**config.mk**
```make
export PLATFORM = sky130hd
export DESIGN_NAME = inst_encoder
export DESIGN_NICKNAME = d
export VERILOG_FILES = /design/src/rtl/inst_encoder.sv
export SDC_FILE = /design/constraint.sdc
export NUM_CORES = 1
export LEC_CHECK = 0
export CAP_MARGIN = 20
export CORE_ASPECT_RATIO = 1.25
export CORE_UTILIZATION = 35
export DETAILED_ROUTE_END_ITERATION = 7
export PLACE_DENSITY = 0.67
export SYNTH_ARGS = -nofsm -noshare
export SYNTH_HDL_FRONTEND = slang
export SYNTH_SLANG_ARGS = --single-unit
```
**constraint.sdc**
```tcl
create_clock -name clock -period 2.15 [get_ports clock]
set_input_delay 0.215 -clock clock [delete_from_list [all_inputs] [get_ports clock]]
set_output_delay 0.215 -clock clock [all_outputs]
set_load 0.005 [all_outputs]
```
**src/rtl/inst_encoder.sv**
```systemverilog
// Instruction encoder: turns field-level requests into 32-bit MIPS-style words and
// streams them, with their instruction-memory byte addresses, through a
// valid/ready write port. Sessions are framed by start/stop pulses.
// Build option: define INST_ENC_SHIFT_EN to enable sll/srl/sra (op_sel 5-7);
// without it those selectors are rejected like any other invalid op.
module inst_encoder (
   input  logic        clock,
   input  logic        resetn,
   input  logic        start,
   input  logic        stop,
   input  logic [31:0] addr_in,
   input  logic        in_valid,
   output logic        in_ready,
   input  logic [4:0]  op_sel,
   input  logic [4:0]  rs,
   input  logic [4:0]  rt,
   input  logic [4:0]  rd,
   input  logic [4:0]  sa,
   input  logic [15:0] imm,
   input  logic [25:0] target,
   output logic        out_valid,
   input  logic        out_ready,
   output logic [31:0] imem_addr,
   output logic [31:0] imem_data,
   output logic [15:0] count,
   output logic        err,
   output logic        done
);

   typedef enum logic [1:0] {StIdle, StRun, StDrain, StDone} state_e;

   state_e      state_q, state_d;
   logic        out_valid_q, out_valid_d;
   logic [31:0] data_q, data_d;
   logic [31:0] addr_q, addr_d;
   logic [15:0] count_q, count_d;
   logic        err_q, err_d;

   logic [31:0] enc_word;
   logic        enc_ok;
   logic        accept;
   logic        fire;

`ifndef INST_ENC_SHIFT_EN
   // sa only feeds the shift encodings
   logic unused_sa;
   assign unused_sa = ^sa;
`endif

   // Combinational encode of the current request fields
   always_comb begin
      enc_word = 32'h0;
      enc_ok   = 1'b1;
      unique case (op_sel)
         5'd0:  enc_word = {6'b000000, rs, rt, rd, 5'd0, 6'b100000};
         5'd1:  enc_word = {6'b000000, rs, rt, rd, 5'd0, 6'b100010};
         5'd2:  enc_word = {6'b000000, rs, rt, rd, 5'd0, 6'b100100};
         5'd3:  enc_word = {6'b000000, rs, rt, rd, 5'd0, 6'b100101};
         5'd4:  enc_word = {6'b000000, rs, rt, rd, 5'd0, 6'b100110};
`ifdef INST_ENC_SHIFT_EN
         5'd5:  enc_word = {6'b000000, 5'd0, rt, rd, sa, 6'b000000};
         5'd6:  enc_word = {6'b000000, 5'd0, rt, rd, sa, 6'b000010};
         5'd7:  enc_word = {6'b000000, 5'd0, rt, rd, sa, 6'b000011};
`endif
         5'd8:  enc_word = {6'b001000, rs, rt, imm};
         5'd9:  enc_word = {6'b001100, rs, rt, imm};
         5'd10: enc_word = {6'b001101, rs, rt, imm};
         5'd11: enc_word = {6'b001110, rs, rt, imm};
         5'd12: enc_word = {6'b100011, rs, rt, imm};
         5'd13: enc_word = {6'b101011, rs, rt, imm};
         5'd14: enc_word = {6'b000100, rs, rt, imm};
         5'd15: enc_word = {6'b000101, rs, rt, imm};
         5'd16: enc_word = {6'b001111, 5'd0, rt, imm};
         5'd17: enc_word = {6'b000011, target};
         default: enc_ok = 1'b0;
      endcase
   end

   assign fire   = out_valid_q & out_ready;
   assign accept = in_valid & in_ready;

   // State register
   always_ff @(posedge clock) begin
      if (!resetn) state_q <= StIdle;
      else         state_q <= state_d;
   end

   // Next-state: start wins over stop and restarts from any state
   always_comb begin
      state_d = state_q;
      if (start) begin
         state_d = StRun;
      end else begin
         unique case (state_q)
            StRun:   if (stop) state_d = StDrain;
            StDrain: if (!out_valid_q) state_d = StDone;
            default: state_d = state_q;
         endcase
      end
   end

   // FSM-derived outputs
   always_comb begin
      in_ready = (state_q == StRun) & (~out_valid_q | out_ready);
      done     = (state_q == StDone);
   end

   // Datapath next-state: retire on handshake, then load any newly accepted word
   always_comb begin
      out_valid_d = out_valid_q;
      data_d      = data_q;
      addr_d      = addr_q;
      count_d     = count_q;
      err_d       = err_q;
      if (start) begin
         out_valid_d = 1'b0;
         addr_d      = addr_in;
         count_d     = 16'h0;
         err_d       = 1'b0;
      end else begin
         if (fire) begin
            out_valid_d = 1'b0;
            addr_d      = addr_q + 32'd4;
            if (count_q != 16'hFFFF) count_d = count_q + 16'd1;
         end
         if (accept) begin
            if (enc_ok) begin
               out_valid_d = 1'b1;
               data_d      = enc_word;
            end else begin
               err_d = 1'b1;
            end
         end
      end
   end

   // Datapath registers; reset drops any pending word
   always_ff @(posedge clock) begin
      if (!resetn) begin
         out_valid_q <= 1'b0;
         data_q      <= 32'h0;
         addr_q      <= 32'h0;
         count_q     <= 16'h0;
         err_q       <= 1'b0;
      end else begin
         out_valid_q <= out_valid_d;
         data_q      <= data_d;
         addr_q      <= addr_d;
         count_q     <= count_d;
         err_q       <= err_d;
      end
   end

   assign out_valid = out_valid_q;
   assign imem_data = data_q;
   assign imem_addr = addr_q;
   assign count     = count_q;
   assign err       = err_q;

endmodule

```
==> reports/results.txt, run 1 <==
root buf cell: clkbuf_16
critical path data required time: 2.40 ns
part of the power in registers: 0.446
IO Pins: 189
met1 wire length: 6640 um
clock slew at reported path FFs: 0.06 ns
die area: 0.0136 mm2
HPWL after detailed placement: 11,400 um
dominant synthesized flop cell: dfxtp_1
Worst Hold Launch: addr_in[3]
clk buf depth: 2
clk sink count: 83
Total Routed Length: 15,500 um
largest net degree at the start of global routing: 42
net switching power: 0.938 mW
Critical path origin: imem_addr[9]$_SDFFE_PN0N_
Nets: 817
Comb pwr share: 0.180
DRC errors left: 0
ys async rst share: 0
Synthesis Warnings: 0
Hold Path Stages: 3
Clk network pwr share: 0.374
n_diodes: 0
Pins Over Slew Limit: 0
slowest CP cell: or4_1
DR vias: 5,052
DRT Pass-1 Iters: 4
WL met2: 7650 um
CP Class: reg -> reg
sequential share of the synthesized area: 0.361
FF/Latch Area: 0.00166 mm2
Sw Share: 0.251
Min-Delay Endpoint: imem_addr[3]$_SDFFE_PN0N_
setup repair bufs after CTS: 0
Synth top area share: 0.361
Post-CTS Resized: 0
highest routing layer actually used: met4
R2R Setup Slk: 0.23 ns
layout cells sized above 1: 0.116
Worst-Margin Slew: 0.627 ns
final std cells w/o fill: 882
Post-synth EDFFs: 0
critical path fanouts, max: 16
P_int: 2.80 mW
Syn Inst Count: 533
HP Class: in -> reg
post-route ant nets: 0
Seq cells post-synth: 83
critical path's largest stage delay: 0.59 ns
GR Overflow Total: 0
top cells by area, synth: dfxtp_1 36%, a21oi_1 6.1%, o21ai_0 3.6%
setup TNS: 0 ns
Post-Syn Area per Cell: 8.62 um2
status: completed
reg-to-reg critical path startpoint: imem_addr[9]$_SDFFE_PN0N_
antenna violations before repair: 0
Hold Buf Count CTS: 0
clk_skew: 0.00420 ns
leakage dissipation: 2.27 nW
Max transition margin: 0.582
Global Route Usage Sum: 0.226
Multi-input gate area: 0.00267 mm2
Setup crit start kind: flop
Initial Util: 0.360
crit end category: flop
PwrDens: 537 mW/mm2
Rows: 46
area leader, netlist: dfxtp_1
Clk Latency, worst-skew pair: 0.33 ns
first-pass GRT wire length: 24,800 um
Synth top cells by count: 83 x dfxtp_1, 56 x a21oi_1, 33 x o21ai_0
Fmax: 521 MHz
RSZ-0062 raised after global routing: no
Met3 Wirelength: 1070 um
post-synth cell types: 69
r2r endpoint: imem_addr[21]$_SDFFE_PN0N_
Peak VDD IR: 0.000327 V
Fin. Hold Viols: 0
core footprint: 0.0128 mm2
Num CTS Buffers: 9
r2r worst-path depth: 4
Die Y: 130 um
Cells after DPL: 867
Tmin final: 1.92 ns
drt initial violations: 266
Worst EP arrival: 2.17 ns
Synthesized Nets: 640
period utilization: 0.892
wire per inst: 17.6 um
number of H-tree levels: 3
CTS tree: built
most frequent cell after synthesis: dfxtp_1
vias in the first global route: 4,936
drt via density: 5.73
Die Wd: 105 um
Final setup viols: 0
routability cong.: 0.835
Fillers: 1,226
Mapped Area: 0.00460 mm2
CP cell instances: and4_4, nand2_1, or4_1, a31oi_1
Max Cap Viol: 0
synth-to-layout area growth: 51.5%
IO buf count: 182
## stage by stage
stage                     setup WS (ns)  power [mW]  hold slack (ns)  area (um2)   util
after global placement           0.0690        2.36            0.452        6700  0.524
after floorplan                   0.458        1.96            0.359        4600      -
after global routing              0.134        3.89            0.488        6960  0.545
after CTS                         0.239        3.78            0.458        6960  0.545
after detailed placement         0.0352        2.37            0.452        6700  0.524
final                             0.232        3.74            0.463        6960  0.545
## worst max-delay path by stage
stage,to,cells after the start,slack (ns)
2_1_floorplan,count[1]$_SDFFE_PP0P_,6,0.46
3_3_place_gp,imem_data[14]$_SDFFE_PN0P_,6,0.07
3_5_place_dp,imem_data[14]$_SDFFE_PN0P_,6,0.04
4_1_cts,imem_addr[21]$_SDFFE_PN0N_,4,0.24
5_1_grt,imem_addr[21]$_SDFFE_PN0N_,4,0.13
6_report,imem_addr[21]$_SDFFE_PN0N_,4,0.23
## cell usage in the layout, fill, tap and decap left out, types with 3 or more instances in the layout
cell             count
nor4_1               4
nand3_1             23
clkbuf_16            9
o21ai_1              5
nor3_1              10
inv_1                5
nand2b_1             3
a311oi_2             5
clkbuf_1             3
nand2_1             30
and3_1               8
nand4_1             15
buf_4               28
buf_12               5
a31oi_1             16
a222oi_1             5
clkdlybuf4s50_1    182
nor2_1              19
nor2b_1              6
xor2_1               5
and4_1              12
or4_1               14
o31ai_1             11
or3_1                9
a22oi_2              8
a211oi_1            17
and2_1               5
a311oi_1             3
a22oi_1              5
xnor2_1              7
a21oi_1             56
o211ai_1             4
o21ai_0             33
mux2i_1              4
dfxtp_1             83
a211oi_2            13
## metal layers
| layer | up-vias | GRT usage |
|---|---|---|
| met5 | - | 0 |
| met4 | 0 | 0.0731 |
| met3 | 13 | 0.0539 |
| met2 | 179 | 0.410 |
| met1 | 2429 | 0.263 |
| li1 | 2431 | - |
## kinds of logic after synthesis
| logic type | share of synthesized area |
|---|---|
| mux | 0.0112 |
| simple gates | 0.228 |
| buf+inv | 0.0569 |
| other cells | 0.000816 |
| compound gates | 0.313 |
| fa+ha+maj | 0.00544 |
| xor+xnor | 0.0229 |
| flops | 0.361 |
## final cells by class
| type | instances | area share |
|---|---|---|
| Clock buffer | 13 | 0.0359 |
| Inverter | 6 | 0.00323 |
| Tap cell | 168 | 0.0302 |
| Sequential cell | 83 | 0.239 |
| Clock inverter | 2 | 0.00180 |
| Timing Repair Buffer | 215 | 0.306 |
| Multi-Input combinational cell | 395 | 0.384 |
## worst max-delay path, delay by kind of cell (launching register included)
family | cells | cell delay [ns]
compound gates | 1 | 0.18
flops | 1 | 0.44
simple gates | 3 | 1.21
## power groups by stage
stage	clock network, mW	logic (mW)	registers (mW)
5_1_grt	1.49	0.723	1.68
6_report	1.40	0.673	1.67
4_1_cts	1.44	0.675	1.67
3_5_place_dp	0	0.670	1.70
3_3_place_gp	0	0.660	1.70
2_1_floorplan	0	0.266	1.69
## flip-flops by register name, indices dropped and copies added, names as in the netlist
| name | count |
|---|---|
| err | 1 |
| out_valid | 1 |
| imem_data | 31 |
| count | 16 |
| imem_addr | 32 |
| state_q | 2 |
Note: power is estimated with default switching activity, not from simulation.
==> inputs of run 2 (changes only) <==
- CORE_MARGIN: default -> 5
==> run 2 against run 1 <==
Effect of this change:
- design area increased by 0.45%
- setup slack gained 0.043 ns
- sequential cell count unchanged
- sequential power about the same
- total power increased by 0.94%
- final cell count grew 0.23%
- worst hold slack improved by 0.0079 ns
- largest power group unchanged
- highest routed layer unchanged
==> reports/results.txt, run 2 (synthesis results as in run 1) <==
post-route ant nets: 0 (unchanged)
vias in the first global route: 4,984 (+0.97%)
Hold Buf Count CTS: 0 (unchanged)
most common cell after layout, fill and taps aside: clkdlybuf4s50_1
Fmax: 533 MHz (+2.3%)
critical path's largest stage delay: 0.44 ns (-0.15 ns)
max reg flops: 32 (unchanged)
P_int: 2.84 mW (+1.4%)
Critical path origin: imem_addr[5]$_SDFFE_PN0N_
DRT Pass-1 Iters: 5 (+1)
Die Y: 138 um (+6.1%)
Num CTS Buffers: 9 (unchanged)
most frequent cells in the layout: 182 x clkdlybuf4s50_1, 83 x dfxtp_1, 56 x a21oi_1
clk_skew: 0.00490 ns (+0.000694 ns)
clk buf depth: 2 (unchanged)
PwrDens: 540 mW/mm2 (+0.49%)
routability cong.: 0.874 (+4.7%)
DR vias: 5,041 (-0.22%)
IO Pins: 189 (unchanged)
root buf cell: clkbuf_16
clock slew at reported path FFs: 0.06 ns (about the same)
critical path data required time: 2.39 ns (about the same)
Sw Share: 0.247 (-0.00375)
Peak VDD IR: 0.000308 V (-5.8%)
net switching power: 0.933 mW (-0.57%)
part of the power in registers: 0.441 (-0.005)
wire per inst: 17.9 um (+1.3%)
Worst EP arrival: 2.11 ns (-0.06 ns)
setup repair bufs after CTS: 0 (unchanged)
HPWL after detailed placement: 11,900 um (+4.0%)
Tmin final: 1.88 ns (-0.0425 ns)
period utilization: 0.872 (-0.0198)
layout cells sized above 1: 0.120 (+0.00387)
Fin. Hold Viols: 0 (unchanged)
Nets: 818 (+0.12%)
drt via density: 5.70 (-0.44%)
Initial Util: 0.360 (unchanged)
CP Class: reg -> reg
CTS tree: built
core footprint: 0.0128 mm2 (unchanged)
GR Overflow Total: 0 (unchanged)
FF/Latch Area: 0.00166 mm2 (unchanged)
Max transition margin: 0.621 (+0.0386)
HP Class: reg -> reg
die area: 0.0155 mm2 (+14%)
CP endpoint: imem_addr[20]$_SDFFE_PN0N_
Clk Latency, worst-skew pair: 0.33 ns (about the same)
Setup crit start kind: flop
Clk network pwr share: 0.379 (+0.005)
Worst Hold Launch: err$_SDFFE_PP0P_
DRC errors left: 0 (unchanged)
Multi-input gate area: 0.00267 mm2 (unchanged)
Comb pwr share: 0.180 (about the same)
Final setup viols: 0 (unchanged)
Worst-Margin Slew: 0.569 ns (-0.0580 ns)
largest net degree at the start of global routing: 57 (+36%)
drt initial violations: 345 (+30%)
n_diodes: 0 (unchanged)
R2R Setup Slk: 0.27 ns (+0.04 ns)
IO buf count: 182 (unchanged)
status: completed
Rows: 46 (unchanged)
Max Cap Viol: 0 (unchanged)
reg-to-reg critical path startpoint: imem_addr[5]$_SDFFE_PN0N_
number of H-tree levels: 3 (unchanged)
r2r worst-path depth: 5 (+1)
slowest CP cell: dfxtp_1
Die Wd: 113 um (+7.7%)
setup TNS: 0 ns (unchanged)
CP cell instances: and4_1, buf_4, nand4_1, or3_1, a211oi_1
clk sink count: 83 (unchanged)
Total Routed Length: 15,800 um (+1.5%)
Pins Over Slew Limit: 0 (unchanged)
crit end category: flop
Fillers: 1,227 (+0.082%)
Global Route Usage Sum: 0.195 (-0.0311)
critical path fanouts, max: 10 (-6)
RSZ-0062 raised after global routing: no
Power, Total: 3.77 mW (+0.94%)
leakage dissipation: 2.29 nW (+1.0%)
synth-to-layout area growth: 52.2%
Post-CTS Resized: 0 (unchanged)
r2r endpoint: imem_addr[20]$_SDFFE_PN0N_
first-pass GRT wire length: 25,400 um (+2.4%)
antenna violations before repair: 0 (unchanged)
[run 2: cell types whose count changed in the layout (fill, tap and decap cells not counted), sizes merged]
cell | previous run | this run
buf | 33 | 34
clkbuf | 13 | 14
clkinvlp | 1 | 0
inv | 5 | 6
[run 2: stage by stage]
| step | utilization | std cells | hold WS [ns] | instance area [um2] | setup slack (ns) |
|---|---|---|---|---|---|
| final | 0.547 | 884 | 0.471 | 6990 | 0.275 |
| after global routing | 0.547 | 884 | 0.488 | 6990 | 0.155 |
| after detailed placement | 0.526 | 868 | 0.459 | 6720 | -0.0343 |
| after global placement | 0.526 | 868 | 0.451 | 6720 | 0.0269 |
| after floorplan | - | 533 | 0.359 | 4600 | 0.458 |
| after CTS | 0.547 | 884 | 0.462 | 6990 | 0.264 |
[run 2: cell type report]
class	instances	area share
Multi-Input combinational cell	395	0.382
Timing Repair Buffer	216	0.308
Sequential cell	83	0.238
Clock buffer	14	0.0377
Tap cell	168	0.0301
Inverter	6	0.00322
Clock inverter	2	0.00143
[run 2: worst min path at each step]
stage	endpoint	slack [ns]	cells after the start
final	err$_SDFFE_PP0P_	0.47	2
after global routing	err$_SDFFE_PP0P_	0.49	2
after CTS	imem_addr[3]$_SDFFE_PN0N_	0.46	3
after detailed placement	err$_SDFFE_PP0P_	0.46	2
after global placement	err$_SDFFE_PP0P_	0.45	2
after floorplan	imem_addr[4]$_SDFFE_PN0N_	0.36	2
[run 2: power by group through the flow]
stage | logic (mW) | registers [mW] | clock network [mW]
finish | 0.679 | 1.67 | 1.43
detailed placement | 0.679 | 1.70 | 0
floorplan | 0.266 | 1.69 | 0
CTS | 0.683 | 1.66 | 1.48
global placement | 0.669 | 1.70 | 0
global route | 0.733 | 1.67 | 1.54
[run 2: worst max-delay path: cells and delay by family (launching register included)]
kind	cells	cell delay (ns)
simple gates	3	0.91
flops	1	0.44
compound gates	1	0.23
buf+inv	1	0.20
[run 2: routing by layer]
layer,vias to the layer above,GRT usage,share of wire
met1,2367,0.234,0.42
met4,0,0.0810,0.026
li1,2437,-,-
met2,203,0.325,0.48
met3,34,0.0581,0.076
met5,-,0,0
==> inputs of run 3 (changes only) <==
- CAP_MARGIN: 20 -> 0
==> results of run 3 <==
Final layout, timing and power as in run 2 (identical DEF).
